===== src/rtl/lcd_spi_capture.sv =====
// LCD SPI capture: oversamples a mode-0 4-wire LCD bus into tagged bytes
// Ports: mclk/s00_axi_aresetn, enable, cnt_clear, lcd_* in, m_axis_* out, busy, counters
module lcd_spi_capture #(
  parameter int SYNC_STAGES = 2,
  parameter int FIFO_DEPTH  = 16
) (
  input  logic        mclk,
  input  logic        s00_axi_aresetn,
  input  logic        enable,
  input  logic        cnt_clear,
  input  logic        lcd_sclk,
  input  logic        lcd_data,
  input  logic        lcd_dc,
  input  logic        lcd_cs_n,
  output logic        m_axis_tvalid,
  input  logic        m_axis_tready,
  output logic [7:0]  m_axis_tdata,
  output logic [1:0]  m_axis_tuser,
  output logic        busy,
  output logic [15:0] byte_count,
  output logic [7:0]  frame_err_count,
  output logic [7:0]  overflow_count
);

  localparam int AW = $clog2(FIFO_DEPTH);
  localparam int CW = AW + 1;

  typedef enum logic {IDLE, SHIFT} state_t;

  // Asynchronous assert, release aligned to mclk
  logic [1:0] rst_q;
  logic       rst_n;

  always_ff @(posedge mclk or negedge s00_axi_aresetn) begin
    if (!s00_axi_aresetn) rst_q <= '0;
    else                  rst_q <= {rst_q[0], 1'b1};
  end

  assign rst_n = rst_q[1];

  logic [SYNC_STAGES-1:0] sclk_sy;
  logic [SYNC_STAGES-1:0] data_sy;
  logic [SYNC_STAGES-1:0] dc_sy;
  logic [SYNC_STAGES-1:0] cs_sy;

  always_ff @(posedge mclk or negedge rst_n) begin
    if (!rst_n) begin
      sclk_sy <= '0;
      data_sy <= '0;
      dc_sy   <= '0;
      cs_sy   <= '1;
    end else begin
      sclk_sy <= {sclk_sy[SYNC_STAGES-2:0], lcd_sclk};
      data_sy <= {data_sy[SYNC_STAGES-2:0], lcd_data};
      dc_sy   <= {dc_sy[SYNC_STAGES-2:0], lcd_dc};
      cs_sy   <= {cs_sy[SYNC_STAGES-2:0], lcd_cs_n};
    end
  end

  logic s_sclk, s_data, s_dc, s_cs;

  assign s_sclk = sclk_sy[SYNC_STAGES-1];
  assign s_data = data_sy[SYNC_STAGES-1];
  assign s_dc   = dc_sy[SYNC_STAGES-1];
  assign s_cs   = cs_sy[SYNC_STAGES-1];

  logic sclk_d, cs_d;

  always_ff @(posedge mclk or negedge rst_n) begin
    if (!rst_n) begin
      sclk_d <= 1'b0;
      cs_d   <= 1'b1;
    end else begin
      sclk_d <= s_sclk;
      cs_d   <= s_cs;
    end
  end

  logic sclk_rise, cs_fall, cs_rise;

  assign sclk_rise = s_sclk & ~sclk_d;
  assign cs_fall   = cs_d & ~s_cs;
  assign cs_rise   = ~cs_d & s_cs;
  assign busy      = ~s_cs;

  state_t     state_q, state_n;
  logic [2:0] bit_cnt;
  logic       bit_evt, byte_evt, frame_evt;

  always_ff @(posedge mclk or negedge rst_n) begin
    if (!rst_n) state_q <= IDLE;
    else        state_q <= state_n;
  end

  always_comb begin
    state_n   = state_q;
    bit_evt   = 1'b0;
    byte_evt  = 1'b0;
    frame_evt = 1'b0;
    unique case (state_q)
      IDLE: begin
        if (cs_fall && enable) state_n = SHIFT;
      end
      SHIFT: begin
        if (!enable) begin
          state_n = IDLE;
        end else if (cs_rise) begin
          state_n   = IDLE;
          frame_evt = (bit_cnt != 3'd0);
        end else if (sclk_rise) begin
          bit_evt  = 1'b1;
          byte_evt = (bit_cnt == 3'd7);
        end
      end
      default: state_n = IDLE;
    endcase
  end

  logic [6:0] shift_q;
  logic [7:0] byte_q;
  logic       dc_q;
  logic       byte_done;
  logic       sof_pending;
  logic       push_req;
  logic [9:0] push_word;

  // Byte forms at the 8th rise; it is offered to the FIFO one cycle later
  always_ff @(posedge mclk or negedge rst_n) begin
    if (!rst_n) begin
      bit_cnt     <= '0;
      shift_q     <= '0;
      byte_q      <= '0;
      dc_q        <= 1'b0;
      byte_done   <= 1'b0;
      sof_pending <= 1'b0;
      push_req    <= 1'b0;
      push_word   <= '0;
    end else begin
      byte_done <= byte_evt;
      push_req  <= byte_done;
      if (state_q != SHIFT || state_n != SHIFT) begin
        bit_cnt <= '0;
      end else if (bit_evt) begin
        bit_cnt <= bit_cnt + 3'd1;
        shift_q <= {shift_q[5:0], s_data};
      end
      if (byte_evt) begin
        byte_q <= {shift_q, s_data};
        dc_q   <= s_dc;
      end
      if (byte_done) push_word <= {sof_pending, dc_q, byte_q};
      if (state_q == IDLE && state_n == SHIFT) sof_pending <= 1'b1;
      else if (byte_done)                      sof_pending <= 1'b0;
    end
  end

  // FIFO: storage array plus a registered output slot; both count toward depth
  logic [9:0]    mem [FIFO_DEPTH];
  logic [AW-1:0] wr_ptr, rd_ptr;
  logic [CW-1:0] mem_cnt;
  logic [CW-1:0] occ;
  logic          out_valid;
  logic [7:0]    out_data;
  logic [1:0]    out_user;
  logic          pop, load, room, wr, drop;

  assign pop  = out_valid & m_axis_tready;
  assign load = (mem_cnt != '0) && (!out_valid || pop);
  assign occ  = mem_cnt + CW'(out_valid);
  assign room = (occ != CW'(FIFO_DEPTH)) || pop;
  assign wr   = push_req & room;
  assign drop = push_req & ~room;

  always_ff @(posedge mclk) begin
    if (wr) mem[wr_ptr] <= push_word;
  end

  always_ff @(posedge mclk or negedge rst_n) begin
    if (!rst_n) begin
      wr_ptr    <= '0;
      rd_ptr    <= '0;
      mem_cnt   <= '0;
      out_valid <= 1'b0;
      out_data  <= '0;
      out_user  <= '0;
    end else begin
      mem_cnt <= mem_cnt + CW'(wr) - CW'(load);
      if (wr) wr_ptr <= wr_ptr + 1'b1;
      if (load) begin
        out_valid <= 1'b1;
        out_data  <= mem[rd_ptr][7:0];
        out_user  <= mem[rd_ptr][9:8];
        rd_ptr    <= rd_ptr + 1'b1;
      end else if (pop) begin
        out_valid <= 1'b0;
      end
    end
  end

  assign m_axis_tvalid = out_valid;
  assign m_axis_tdata  = out_data;
  assign m_axis_tuser  = out_user;

  always_ff @(posedge mclk or negedge rst_n) begin
    if (!rst_n) begin
      byte_count      <= '0;
      frame_err_count <= '0;
      overflow_count  <= '0;
    end else if (cnt_clear) begin
      byte_count      <= '0;
      frame_err_count <= '0;
      overflow_count  <= '0;
    end else begin
      if (wr) byte_count <= byte_count + 16'd1;
      if (drop && overflow_count != 8'hFF)
        overflow_count <= overflow_count + 8'd1;
      if (frame_evt && frame_err_count != 8'hFF)
        frame_err_count <= frame_err_count + 8'd1;
    end
  end

endmodule


===== config.mk =====
export PLATFORM = sky130hd
export DESIGN_NAME = lcd_spi_capture
export DESIGN_NICKNAME = d
export VERILOG_FILES = /design/src/rtl/lcd_spi_capture.sv
export SDC_FILE = /design/constraint.sdc
export NUM_CORES = 1
export LEC_CHECK = 0
export ABC_AREA = 1
export CORE_MARGIN = 2
export CORE_UTILIZATION = 30
export CTS_BUF_LIST = sky130_fd_sc_hd__clkbuf_8 sky130_fd_sc_hd__clkbuf_16
export CTS_CLUSTER_SIZE = 20
export DETAILED_ROUTE_END_ITERATION = 7
export DONT_BUFFER_PORTS = 1
export PLACE_DENSITY_LB_ADDON = 0.3
export SETUP_SLACK_MARGIN = 0.2
export SLEW_MARGIN = 0
export SYNTH_ARGS = -nofsm -noshare
export SYNTH_HDL_FRONTEND = slang
export SYNTH_SLANG_ARGS = --single-unit

===== constraint.sdc =====
create_clock -name mclk -period 4.3 [get_ports mclk]
set_input_delay 0.43 -clock mclk [delete_from_list [all_inputs] [get_ports mclk]]
set_output_delay 0.43 -clock mclk [all_outputs]
set_load 0.05 [all_outputs]

==> flow_summary.yaml <==
yosys:
  syn_area_mm2: 0.0118
  yosysSeqAreaShare_pct: 62.0
  synthTopCellsByArea: "edfxtp_1 41%, dfrtp_1 21%, nand2_1 12%"
  syn_inst: 1229
  synth-async-reset-ratio_pct: 38.7
  synth-seq-cells: 261
  yosysTopAreaCell: "edfxtp_1"
  synthFlopType: "edfxtp_1"
  syn-num-nets: 1260
  yosysTopAreaCellShare_pct: 40.6
  yosysUniqueCellTypes: 35
  synth-edff-count: 160
  synth.avg_cell_area_um2: 9.62
  yosys_warnings: 0
timing:
  worst_pin_slew_ns: 0.999
  rsz0062_at_grt: "no"
  relSlewSlack_pct: 33.4
  finalCritPeriodShare_pct: 70.7
  drv_slew: 0
  finalSetupTns_ns: 0
  fmax_ghz: 0.329
  finalCriticalPeriod_ns: 3.04
  hold_viol_final: 0
  finalSetupViolations: 0
  finClkSkew_ns: 0.00757
critical_path:
  crit_family: "adder cells"
  cp-end-kind: "register"
  cp_slowest_cell: "dfrtp_1"
  cp.required_ns: 4.76
  crit_chain: "inv_1 -> ha_1 -> nand3_1 -> nand2_1 -> inv_1 -> ha_1 -> inv_1 -> ha_1 -> fa_1 -> a21oi_1 -> nor2_1 -> nor2_1 -> xor2_1"
  critPathBufInv: 3
  crit_type: "register to register"
  startpoint_type: "register"
  cp_max_fo: 15
  slowest_delay_ns: 0.44
  worstPathArrival_ns: 3.50
global_routing:
  grt_pass1_vias: 7815
  grt.overflow.total: 0
  grt_pass1_wl_mm: 42.9
  antenna_found_initial: 0
  grt_max_degree: 83
  grt_use_total_pct: 13.3
detailed_routing:
  initialDrtViolationCount: 647
  drt-pass1-iter-count: 6
  ant_nets: 0
  drc_errors: 0
  via_count: 7929
  wl_per_cell_um: 15.2
  vias_per_cell: 4.48
  routed_wl_mm: 26.9
final_layout:
  area_growth_pct: 12.8
  n_antenna_cell: 0
  nets: 1259
  drive_gt1_share_pct: 7.36
  design_area_mm2: 0.0133
  fin_cells: 1768
floorplanning:
  start_util_pct: 30.5
  dieArea_mm2: 0.0410
  io_pins: 53
  core_mm2: 0.0387
  die_y_um: 203
  rows: 72
  die_width_um: 203
worst_hold_path:
  hold_class: "input port to register"
clock_network:
  htree_levels: 1
  clock-sinks: 261
  cts_tree: "yes"
  clk_pin_slew_worst_paths_ns: 0.06
  cts_max_path_buffers: 3
  ctsResizeCount: 0
  root_buffer: "clkbuf_16"
  cts_made_buffers: 29
  clk-insertion-delay-late_ns: 0.54
pwr:
  p_leak_nw: 5.98
  peakVddDrop_v: 0.000242
  pwr_density_cell_mw_per_mm2: 542
  p_total_mw: 7.23
placed_design:
  place_inst: 1710
  place_area_mm2: 0.0123
  hpwlAfterDp_mm: 17.1
  port_buffers: 0
  gp_congestion: 0.794
run:
  maxCapViolCount: 0
run_status:
  status: "finished, final reports clean"
-- cells by family (layout without fill, tap and decap cells) --
logic type                 count (synthesis)  count (layout)  synth area share [%]
AOI/OAI and AO/OA                         33              33                  1.83
xor gates and xnor gates                  25              25                  1.85
and+or+nand+nor                          655             655                  23.4
muxes                                      9               9                 0.857
buffers and inverters                    223             244                  7.57
DFF                                      261             261                  62.0
adders and majority gates                 22              22                  2.39
other                                      1               1                0.0317
-- worst paths after layout --
path                            depth (start not counted)  slack (ns)                        endpoint            startpoint
worst max-delay path                                   13        1.26            mem_cnt[4]$_DFF_PN0_  mem_cnt[2]$_DFF_PN0_
worst min-delay path                                    3        0.04  frame_err_count[5]$_DFFE_PN0P_             cnt_clear
min in group asynchronous                               1        0.12              rst_q[1]$_DFF_PN0_       s00_axi_aresetn
max in group asynchronous                               1        2.90           wr_ptr[3]$_DFFE_PN0P_    rst_q[1]$_DFF_PN0_
worst max register to register                         13        1.26            mem_cnt[4]$_DFF_PN0_  mem_cnt[2]$_DFF_PN0_
worst min register to register                          0        0.35            data_sy[1]$_DFF_PN0_  data_sy[0]$_DFF_PN0_
-- routing by layer --
metal	wire length, µm	vias to the layer above	GRT usage, %
met3	1520	42	1.89
met5	0	-	0
met1	12000	3739	17.9
li1	-	3922	-
met2	12400	226	21.9
met4	905	0	4.43
-- cell usage after synthesis, drive strengths merged (9+ instances only) --
master,count
nand2,393
inv,176
nand3,175
edfxtp,160
dfrtp,98
nor2,71
buf,30
o21ai,29
ha,21
xor2,19
clkbuf,16
mux2,9
nand4,9
-- per-stage QoR --
stage / hold slack, ns / util [%] / worst slack (ns)
finish: 0.0395 / 34.4 / 1.26
global route: 0.0461 / 34.4 / 0.998
CTS: 0.0179 / 34.4 / 1.23
detailed placement: 0.134 / 31.8 / 1.25
global placement: 0.134 / 31.8 / 1.34
floorplan: 0.134 / - / 1.25
-- placed cells by master, fill, tap and decap left out, types with 3 or more instances in the layout --
| cell type | synthesis | routed |
|---|---|---|
| nand2_1 | 389 | 389 |
| inv_1 | 173 | 177 |
| nand3_1 | 174 | 174 |
| edfxtp_1 | 160 | 160 |
| dfrtp_1 | 98 | 96 |
| nor2_1 | 67 | 67 |
| clkbuf_16 | 0 | 29 |
| ha_1 | 21 | 21 |
| xor2_1 | 19 | 19 |
| o21ai_0 | 15 | 15 |
| o21ai_2 | 13 | 13 |
| nand4_1 | 9 | 9 |
| mux2_2 | 9 | 9 |
| buf_4 | 2 | 9 |
| clkinv_1 | 1 | 8 |
| xnor2_1 | 6 | 6 |
| bufinv_16 | 0 | 5 |
| dlygate4sd3_1 | 0 | 5 |
| nor3_1 | 4 | 4 |
| clkinv_2 | 0 | 4 |
| inv_2 | 3 | 3 |
| nor2_2 | 3 | 3 |
| nand2_4 | 3 | 3 |
| a21oi_1 | 3 | 3 |
| dfstp_2 | 3 | 3 |
-- worst min-delay path, cell delays in order --
cell and delay [ns]:
nor2_1 0.02, nand2_1 0.04, nand2_1 0.04
-- power breakdown --
part | total [mW] | leakage (nW) | switching, mW | internal [mW]
clock | 2.51 | 0.492 | 0.973 | 1.54
sequential | 3.04 | 3.09 | 0.282 | 2.76
combinational | 1.68 | 2.40 | 1.16 | 0.518
total | 7.23 | 5.98 | 2.42 | 4.82
-- area by class of cell --
class / count / area, µm²
fill: 4000 / 25400
sequential: 261 / 7340
multi-input combinational: 745 / 3590
clock buffer: 30 / 739
inverter: 177 / 664
tap: 518 / 648
clock inverter: 23 / 236
timing repair buffer: 14 / 118
-- registers in the layout, summed over array words and instances, names as in the netlist, 2 cells and up --
name / flops
mem_cnt: 5
rd_ptr: 4
push_word: 10
shift_q: 7
wr_ptr: 4
data_sy: 2
frame_err_count: 8
mem: 160
sclk_sy: 2
m_axis_tuser: 2
overflow_count: 8
m_axis_tdata: 8
bit_cnt: 3
byte_count: 16
dc_sy: 2
cs_sy: 2
rst_q: 2
byte_q: 8
-- what timing repair did --
item,CTS,global route
hold buffers,5,0
hold endpoints to repair,6,0
setup endpoints to repair,0,0
buffers inserted,0,0
No activity file was read; power rests on OpenSTA's default activity.
